### src/rtl/xbtnread_pkg.sv
// Shared definitions for the pushbutton read peripheral: bus width and
// the bit positions of each field in the read word.
package xbtnread_pkg;

  localparam int DATA_W    = 32;
  localparam int LEVEL_BIT = 0;
  localparam int FLAG_BIT  = 1;
  localparam int CNT_LSB   = 8;

  typedef logic [DATA_W-1:0] data_t;

endpackage : xbtnread_pkg

### src/rtl/xdebounce.sv
// Two-flop synchronizer followed by a four-state debounce FSM. Emits the
// debounced level and a one-cycle pulse on each qualified press.
module xdebounce #(
  parameter int DEBOUNCE_CYCLES = 1000
) (
  input  logic clk,
  input  logic rst,
  input  logic btn,
  output logic level,
  output logic press
);

  localparam int CW = $clog2(DEBOUNCE_CYCLES);
  localparam logic [CW-1:0] CNT_LAST = CW'(DEBOUNCE_CYCLES - 1);

  generate
    if (DEBOUNCE_CYCLES < 2 || DEBOUNCE_CYCLES > 65535) begin : g_bad_param
      $error("xdebounce: DEBOUNCE_CYCLES out of range 2..65535");
    end
  endgenerate

  typedef enum logic [1:0] {
    RELEASED,
    PRESS_PEND,
    PRESSED,
    RELEASE_PEND
  } state_t;

  logic [1:0]    sync_q, sync_d;
  state_t        state_q, state_d;
  logic [CW-1:0] cnt_q, cnt_d;
  logic          btn_s;

  assign sync_d = {sync_q[0], btn};
  assign btn_s  = sync_q[1];

  always_ff @(posedge clk or posedge rst) begin
    if (rst) begin
      sync_q  <= '0;
      state_q <= RELEASED;
      cnt_q   <= '0;
    end else begin
      sync_q  <= sync_d;
      state_q <= state_d;
      cnt_q   <= cnt_d;
    end
  end

  // The counter only advances while strictly below CNT_LAST, so it cannot wrap.
  always_comb begin
    state_d = state_q;
    cnt_d   = cnt_q;
    press   = 1'b0;
    case (state_q)
      RELEASED: begin
        if (btn_s) begin
          state_d = PRESS_PEND;
          cnt_d   = '0;
        end
      end
      PRESS_PEND: begin
        if (!btn_s) begin
          state_d = RELEASED;
        end else if (cnt_q == CNT_LAST) begin
          state_d = PRESSED;
          press   = 1'b1;
        end else begin
          cnt_d = cnt_q + CW'(1);
        end
      end
      PRESSED: begin
        if (!btn_s) begin
          state_d = RELEASE_PEND;
          cnt_d   = '0;
        end
      end
      RELEASE_PEND: begin
        if (btn_s) begin
          state_d = PRESSED;
        end else if (cnt_q == CNT_LAST) begin
          state_d = RELEASED;
        end else begin
          cnt_d = cnt_q + CW'(1);
        end
      end
      default: begin
        state_d = RELEASED;
        cnt_d   = '0;
      end
    endcase
  end

  assign level = (state_q == PRESSED) || (state_q == RELEASE_PEND);

endmodule : xdebounce

### src/rtl/xbtnread.sv
// Pushbutton read peripheral: debounced level, sticky press flag and a
// saturating press counter, all cleared by a processor read.
module xbtnread
  import xbtnread_pkg::*;
#(
  parameter int DEBOUNCE_CYCLES = 1000,
  parameter int CNT_W           = 8
) (
  input  logic              clk,
  input  logic              rst,
  input  logic              sel,
  input  logic              btn,
  output logic [DATA_W-1:0] data_out
);

  localparam logic [CNT_W-1:0] CNT_MAX = '1;

  generate
    if (CNT_W < 1 || CNT_LSB + CNT_W > DATA_W) begin : g_bad_param
      $error("xbtnread: CNT_W does not fit in the read word");
    end
  endgenerate

  logic             level;
  logic             press;
  logic             flag_q, flag_d;
  logic [CNT_W-1:0] cnt_q, cnt_d;

  xdebounce #(
    .DEBOUNCE_CYCLES(DEBOUNCE_CYCLES)
  ) u_debounce (
    .clk  (clk),
    .rst  (rst),
    .btn  (btn),
    .level(level),
    .press(press)
  );

  always_ff @(posedge clk or posedge rst) begin
    if (rst) begin
      flag_q <= 1'b0;
      cnt_q  <= '0;
    end else begin
      flag_q <= flag_d;
      cnt_q  <= cnt_d;
    end
  end

  // A press landing on a read cycle is not lost: it becomes the first
  // event of the next reporting window.
  always_comb begin
    flag_d = sel ? 1'b0 : flag_q;
    cnt_d  = sel ? '0 : cnt_q;
    if (press) begin
      flag_d = 1'b1;
      if (sel) begin
        cnt_d = CNT_W'(1);
      end else if (cnt_q != CNT_MAX) begin
        cnt_d = cnt_q + CNT_W'(1);
      end
    end
  end

  always_comb begin
    data_out = '0;
    if (sel) begin
      data_out[LEVEL_BIT]         = level;
      data_out[FLAG_BIT]          = flag_q;
      data_out[CNT_LSB +: CNT_W]  = cnt_q;
    end
  end

endmodule : xbtnread

### config.mk
export PLATFORM = sky130hd
export DESIGN_NAME = xbtnread
export DESIGN_NICKNAME = d
export VERILOG_FILES = /design/src/rtl/xbtnread_pkg.sv /design/src/rtl/xdebounce.sv /design/src/rtl/xbtnread.sv
export SDC_FILE = /design/constraint.sdc
export NUM_CORES = 1
export LEC_CHECK = 0
export CAP_MARGIN = 10
export CORE_AREA = 5 5 61 63
export DETAILED_ROUTE_END_ITERATION = 7
export DIE_AREA = 0 0 66 68
export PLACE_DENSITY = 0.82
export SLEW_MARGIN = 30
export SYNTH_ARGS = -nofsm -noshare
export SYNTH_HDL_FRONTEND = slang
export SYNTH_SLANG_ARGS = --single-unit
export TNS_END_PERCENT = 10
### constraint.sdc
create_clock -name clk -period 4.2 [get_ports clk]
set_clock_uncertainty 0.15 [all_clocks]
set_input_delay 0.84 -clock clk [delete_from_list [all_inputs] [get_ports clk]]
set_output_delay 0.84 -clock clk [all_outputs]
set_load 0.005 [all_outputs]
# [After elaboration in Yosys (flattened, before gate mapping)]
# Index checks and enable logic that the tools add are counted.
[totals] out_inout_bits=32 elab_cells=47 regBits=23
[classes] muxes=24 n_addsub=2 eq_ne=11 n_reduce_logical=5
[ops] operator="10-bit 2-to-1 mux" count=5
[ops] operator="8-bit 2-to-1 mux" count=5
[ops] operator="10-bit case mux with 4 select lines" count=1
[ops] operator="2-bit 2-to-1 mux" count=7
[ops] operator="10-bit by 1-bit adder with 10-bit output, second input constant" count=1
[ops] operator="10-bit equality test, second input constant" count=1
[ops] operator="8-bit by 1-bit adder with 8-bit output, second input constant" count=1
[ops] operator="8-bit != test, second input constant" count=1
[ops] operator="2-bit case mux with 4 select lines" count=1
[ops] operator="4-bit AND reduction" count=2
[ops] operator="1-bit 2-to-1 mux" count=5
[ops] operator="2-bit equality test, second input constant" count=2
[ops] operator="2-bit by 1-bit != test with 1-bit output, second input constant" count=2
[ops] operator="2-bit != test, second input constant" count=2
[ops] operator="3-bit by 1-bit != test with 1-bit output, second input constant" count=1
[ops] operator="3-bit != test, second input constant" count=1
[ops] operator="2-bit by 1-bit equality test with 1-bit output, second input constant" count=1
[ops] operator="2-bit zero test" count=1
[ops] operator="2-bit nonzero test" count=1
[ops] operator="1-bit logical OR" count=1

# [Longest topological paths before layout]
# Gate-level depths: netlist (run 1).
[logic_depth] word_depth=5 depth_mapped=6 mapped_depth_nobuf=5

# [Cells and area by module]
# From an unflattened synthesis (run 1), not the netlist that was laid out.
[hier_totals] hier_cells=152 hier_area_um2=1450.1
[modules_own_cells] module="xbtnread" seq_area_each_um2=225.2 cells_each=85 n_inst=1 area_each_um2=752.0
[modules_own_cells] module="xdebounce" seq_area_each_um2=350.3 cells_each=67 n_inst=1 area_each_um2=698.2

# [Worst setup path after synthesis (run 1)]
# OpenSTA, ideal clock, no wires.
[synth_path] kind="input-to-output" start="input sel" end="output data_out[14]" path_buffers=2 required_ns=3.210 setup_slack_ns=1.491 stages=3 arrival_time_ns=1.719 cell_sequence="clkdlybuf4s50_1 clkbuf_8 and2_1"
[synth_via] elab_chain_cells=1
[synth_rtl] item="from (decl)" line_no="xbtnread.sv:11" rtl="input logic sel,"
[synth_rtl] item="8-bit 2-to-1 mux" line_no="xbtnread.sv:66" rtl="if (sel) begin"
[synth_rtl] item="to (decl)" line_no="xbtnread.sv:13" rtl="output logic [DATA_W-1:0] data_out"
# Every way passes these cells.

# [Worst setup path after layout (run 1)]
[layout_path] start="input sel" end="output data_out[1]"
[layout_via] elab_chain_cells=1
[layout_rtl] item="2-bit 2-to-1 mux" line_no="xbtnread.sv:66"
# Every way passes these cells.

==> flow_metrics.tcl, run 1 <==
set metrics [dict create \
    post_cts_buffers 0 \
    dpl.hpwl_um 1820 \
    die_area_mm2 0.00449 \
    synth_edf_count 0 \
    synth_cell_types 39 \
    async_flop_share_pct 100 \
    synth_top_area_share_pct 38.8 \
    worstSetupPathType "in2out" \
    netlist_instances 158 \
    gp_congestion 0.790 \
    area_delta_synth_final_pct 5.73 \
    cp-end-kind "output pin" \
    status "finished, final reports clean" \
    clk_latency_ps 320 \
    synthTopCellsByArea "dfrtp_1, buf_4, and2_1" \
    avgSynthCellArea_um2 9.40 \
    fin_crit_sh_pct 80.4 \
    hold_viol 0 \
    vias 1093 \
    start_util_pct 46.7 \
    period_minus_slack_ps 3380 \
    ir_drop_mv 0.117 \
    io_buffers 13 \
    numCtsBuffers 3 \
    synth.largest_area_cell "dfrtp_1" \
    rows 21 \
    wl_per_cell_um 11.7 \
    finalSetupViolations 0 \
    worstPathArrival_ps 2390 \
    r2r-start "u_debounce.cnt_q[0]$_DFFE_PP0P_" \
    cp_max_fo 19 \
    avgViaCountPerCell 5.11 \
    antenna_cells 0 \
    num_io_pins 36 \
    fmax_mhz 296 \
    synth_ff_type "dfrtp_1" \
    cts_max_path_buffers 2 \
    grt_pass1_vias 910 \
    h-tree-depth 1 \
    drc 0 \
    nNetsFinal 175 \
    rsz0062_at_grt "no" \
    fin_tns_setup_ps 0 \
    r2r_setup_slack_ps 1820 \
    fp.dieH_um 68 \
    first_iter_violations 45 \
    ys.warnings.count 0 \
    grt_pass1_wl_um 4010 \
    ys_seq_elements 23 \
    cts.hold.buffers_added 0 \
    worstMarginPinSlew_ps 635 \
    grt_max_degree 24 \
    antenna_found_initial 0 \
    clkSinkCount 23 \
    p_leak_nw 0.700 \
    cts_tree "done" \
    synth_area_mm2 0.00149 \
    ant_nets 0 \
    start_kind "input port" \
    endpoint "data_out[1]" \
    cts_root_buf "clkbuf_4" \
    n_fill_cell 318 \
    gr-usage-all-layers_pct 11.3 \
    post_cts_resized 0 \
    holdWs_ps 216 \
    slew_headroom_pct 57.5 \
    first_pass_iters 4 \
    cp.required_ps 3210 \
    cp-startpoint "sel" \
    grt_overflow_total 0 \
    chipWidth_um 66 \
    finalWirelength_um 2510 \
    synth.yosys.seq_area_share_pct 38.8 \
    drive_gt1_share_pct 7.74 \
    clk_pin_slew_ps 140 \
    fp.coreArea_mm2 0.00318 \
    worst_hold_path_type "reg2reg" \
    cap_violations 0 \
    r2r-end "cnt_q[4]$_DFF_PP0_" \
    reg2reg_depth 5 \
    slew_viol_final 0 \
    power.density_mw_per_mm2 240 \
]
## flip-flops by register name, indices dropped and copies added, names as in the netlist, named ones only
signal and count:
cnt_q 8, flag_q 1, u_debounce.cnt_q 10, u_debounce.state_q 1
u_debounce.sync_q 2
## cell families (layout without fill, tap and decap cells)
family / after synthesis / after routing / share of synthesized area [%]
compound gates: 26 / 26 / 11.7
xor+xnor: 5 / 5 / 2.95
fa+ha+maj: 2 / 2 / 1.68
buf+inv: 33 / 22 / 15.8
flops: 23 / 23 / 38.8
mux: 3 / 3 / 2.27
other cells: 1 / 22 / 0.252
simple gates: 65 / 65 / 26.6
## metal layers
metal,global-route usage [%],wire [µm],part of all wire [%]
met5,0,0,0
met1,15.6,1240,49
met4,4.82,12,0.48
met2,17.9,1150,46
met3,1.48,105,4.2
## Yosys cell counts (3+ instances only)
cell type	instances
buf_4	23
dfrtp_1	23
and2_1	10
a21oi_1	8
nand2_1	8
nand3_1	8
nor2_1	8
nand4_1	6
nor3_1	6
a22o_1	5
inv_1	4
o31ai_1	4
or4_1	4
and4_1	3
clkbuf_1	3
mux2_2	3
o21ai_0	3
xor2_1	3
## worst max-delay path, stage by stage
cell	delay, ps
clkdlybuf4s50_1	810
inv_1	120
nor2_1	100
clkdlybuf4s50_1	510
## worst min path at each step
| stage | from | end | slack [ps] | cells after the start |
|---|---|---|---|---|
| after detailed placement | u_debounce.sync_q[0]$_DFF_PP0_ | u_debounce.sync_q[1]$_DFF_PP0_ | 190 | 0 |
| after global routing | u_debounce.sync_q[0]$_DFF_PP0_ | u_debounce.sync_q[1]$_DFF_PP0_ | 230 | 0 |
| final | u_debounce.sync_q[0]$_DFF_PP0_ | u_debounce.sync_q[1]$_DFF_PP0_ | 220 | 0 |
| after global placement | u_debounce.sync_q[0]$_DFF_PP0_ | u_debounce.sync_q[1]$_DFF_PP0_ | 180 | 0 |
| after floorplan | u_debounce.sync_q[0]$_DFF_PP0_ | u_debounce.sync_q[1]$_DFF_PP0_ | 180 | 0 |
| after CTS | u_debounce.sync_q[0]$_DFF_PP0_ | u_debounce.sync_q[1]$_DFF_PP0_ | 220 | 0 |
## per-stage QoR
step                      total power [mW]  util, %  cell area (µm²)  cells  worst slack (ps)
after floorplan                      0.281        -             1560    179              1490
after global placement               0.272     48.4             1540    210               864
after detailed placement             0.273     48.4             1540    210               821
after CTS                            0.380     49.4             1570    214               822
after global routing                 0.394     49.4             1570    214               710
final                                0.378     49.4             1570    214               822
## layout make-up
cell class / count / area, µm² / share of cell area (%)
sequential: 23 / 576 / 36.7
clock inverter: 1 / 7.51 / 0.478
inverter: 4 / 15.0 / 0.956
multi-input combinational: 123 / 754 / 48.0
tap: 46 / 57.6 / 3.67
clock buffer: 3 / 22.5 / 1.43
timing repair buffer: 14 / 138 / 8.76
## cells in the final DEF, fill, tap and decap left out, drive strengths merged
cell / netlist / routed
and4: 4 / 4
inv: 4 / 4
mux2: 3 / 3
nand4: 6 / 6
nor2: 8 / 8
conb: 1 / 22
o21a: 1 / 1
xor2: 3 / 3
nand2: 8 / 8
or4: 5 / 5
nor4: 2 / 2
a311oi: 1 / 1
and3: 1 / 1
o31ai: 4 / 4
o21ai: 3 / 3
nor3b: 1 / 1
buf: 24 / 1
nor3: 6 / 6
clkinvlp: 0 / 1
and2: 10 / 10
xnor2: 2 / 2
nand3: 8 / 8
a21o: 1 / 1
or3: 2 / 2
nand3b: 2 / 2
a21oi: 8 / 8
dfrtp: 23 / 23
clkdlybuf4s50: 1 / 13
o211ai: 2 / 2
a22o: 5 / 5
nor4b: 1 / 1
clkbuf: 4 / 3
nand4b: 1 / 1
ha: 2 / 2
a31oi: 1 / 1
## report_power, final
part | internal, mW | switching (mW)
Sequential | 0.228 | 0.0104
Clock | 0.0364 | 0.0724
Combinational | 0.0111 | 0.0195
Power figures use the tool's default switching activity.
==> run 2, diff against run 1 <==
--- a/config.mk
+++ b/config.mk
@@ -6,10 +6,10 @@
 export NUM_CORES = 1
 export LEC_CHECK = 0
 export CAP_MARGIN = 10
-export CORE_AREA = 5 5 61 63
+export CORE_AREA = 5 5 62 64
 export DETAILED_ROUTE_END_ITERATION = 7
-export DIE_AREA = 0 0 66 68
-export PLACE_DENSITY = 0.82
+export DIE_AREA = 0 0 67 69
+export PLACE_DENSITY = 0.8
 export SLEW_MARGIN = 30
 export SYNTH_ARGS = -nofsm -noshare
 export SYNTH_HDL_FRONTEND = slang
==> constraint.sdc (replaced) <==
create_clock -name clk -period 3.4 [get_ports clk]
set_clock_uncertainty 0.15 [all_clocks]
set_input_delay 0.68 -clock clk [delete_from_list [all_inputs] [get_ports clk]]
set_output_delay 0.68 -clock clk [all_outputs]
set_load 0.005 [all_outputs]
==> run 2 against run 1 <==
  * Sequential power rose by 24%
  * Count of clock-buffer cells in the layout grew 1
  * Flip-flop and latch count is the same
==> flow_metrics.tcl, run 2 (synthesis gave the netlist of run 1 again) <==
set metrics [dict create \
    ff_latch_area_um2 576 \
    slew_viol_final 0 \
    largest_reg_flops 10 \
    grt_pass1_vias 1000 \
    clk_pin_slew_ps 110 \
    gr-usage-all-layers_pct 12.1 \
    chipWidth_um 67 \
    reg_top3 "u_debounce.cnt_q x10, cnt_q x8, u_debounce.sync_q x2" \
    cp_cell_sequence "clkdlybuf4s50_1 > inv_1 > nor2_1 > clkdlybuf4s50_1" \
    layout_commonest_cell "dfrtp_1" \
    fp.coreArea_mm2 0.00323 \
    hp-start "u_debounce.sync_q[0]$_DFF_PP0_" \
    cp_max_fo 16 \
    critical_path_buf_inv_count 3 \
    slowest_delay_ps 750 \
    worst_hold_path_type "reg2reg" \
    cts_tree "done" \
    wl_per_cell_um 12.2 \
    vias 1100 \
    multi_input_area_um2 754 \
    worstHoldPathCells 0 \
    fin_tns_setup_ps 0 \
    drive_gt1_share_pct 7.69 \
    fp.dieH_um 69 \
    fin_crit_sh_pct 88.2 \
    grt_pass1_wl_um 4550 \
    grt_overflow_total 0 \
    dp.cells 211 \
    start_util_pct 46.0 \
    clkSinkCount 23 \
    first_pass_iters 4 \
    period_minus_slack_ps 3000 \
    nNetsFinal 176 \
    cts.hold.buffers_added 0 \
    worstSetupPathType "in2out" \
    die_area_mm2 0.00462 \
    num_io_pins 36 \
    grt_max_degree 24 \
    r2r-start "u_debounce.cnt_q[0]$_DFFE_PP0P_" \
    numCtsBuffers 3 \
    hold_viol 0 \
    slew_headroom_pct 57.0 \
    worst_slack_ps 401 \
    p_sw_uw 118 \
    ir_drop_mv 0.268 \
    worstPathArrival_ps 2170 \
    area_delta_synth_final_pct 5.98 \
    post-place-ws_ps 397 \
    final_cell_mix "dfrtp_1, conb_1, clkdlybuf4s50_1" \
    internal_power_uw 341 \
    cap_violations 0 \
    h-tree-depth 1 \
    post_cts_buffers 0 \
    post_cts_resized 0 \
    pwr-share-comb_pct 8.5 \
    instances_no_fill 215 \
    power.density_mw_per_mm2 292 \
    antenna_cells 0 \
    reg2reg_depth 5 \
    clk_latency_ps 310 \
    cp-end-kind "output pin" \
    fmax_mhz 333 \
    finalSetupViolations 0 \
    design_area_mm2 0.00157 \
    cp.required_ps 2570 \
    place_area_mm2 0.00155 \
    first_iter_violations 20 \
    cp_common_cell "clkdlybuf4s50_1" \
    finalWirelength_um 2620 \
    swShare_pct 25.7 \
    start_kind "input port" \
    io_buffers 13 \
    ant_nets 0 \
    regMostFlops "u_debounce.cnt_q" \
    crit_path_top_delay_cell "clkdlybuf4s50_1" \
    n_fill_cell 313 \
    avgViaCountPerCell 5.12 \
    drc 0 \
    hold_path_end "u_debounce.sync_q[1]$_DFF_PP0_" \
    power_frac_clock_pct 27.4 \
    cts_max_path_buffers 2 \
    gp_congestion 0.852 \
    cpLargestDelayFamily "buffers and inverters" \
    r2r_setup_slack_ps 1090 \
    rsz0062_at_grt "no" \
    antenna_found_initial 0 \
    status "finished, final reports clean" \
    dpl.hpwl_um 1910 \
    r2r-end "cnt_q[4]$_DFF_PP0_" \
    cts_root_buf "clkbuf_4" \
    rows 21 \
    seqPwrFrac_pct 64.0 \
    p_leak_nw 0.705 \
    worstMarginPinSlew_ps 642 \
]
==> run 2: worst max-delay path by stage <==
stage / start / to / slack, ps / cells after the start
final: sel / data_out[1] / 400 / 4
after global routing: sel / data_out[1] / 290 / 4
after CTS: sel / data_out[1] / 400 / 4
after detailed placement: sel / data_out[1] / 400 / 4
after global placement: sel / data_out[1] / 450 / 4
after floorplan: sel / data_out[14] / 1010 / 3
==> run 2: layer usage <==
layer | vias to the layer above | global-route usage (%) | part of all wire, %
met2 | 25 | 18.9 | 45
met3 | 4 | 0.974 | 4.4
met4 | 0 | 4.73 | 1.5
met1 | 523 | 17.0 | 49
met5 | - | 0 | 0
li1 | 548 | - | -
==> run 2: final cells by class <==
type                       count  area share (%)
sequential                    23            36.6
inverter                       4           0.954
tap                           46            3.66
timing repair buffer          15            9.22
clock buffer                   4            1.67
multi-input combinational    123            47.9
==> run 2: power groups by stage <==
stage,clock network [mW],registers (mW),logic (mW)
after CTS,0.128,0.294,0.0388
after global placement,0,0.299,0.0382
final,0.126,0.294,0.0391
after floorplan,0,0.293,0.0542
after detailed placement,0,0.300,0.0387
after global routing,0.143,0.296,0.0461
==> run 2: metrics by stage <==
stage	hold slack [ps]	util, %	power, mW
2_1_floorplan	181	-	0.347
3_3_place_gp	182	47.9	0.337
3_5_place_dp	200	47.9	0.338
4_1_cts	228	48.7	0.462
5_1_grt	241	48.7	0.486
6_report	225	48.7	0.460
==> run 2: worst register-to-register path: stages (launching register included) <==
cell and delay, ps:
dfrtp_1 430, ha_1 230, nand4_1 170, or4_4 600, or4_1 520, a21oi_1 160
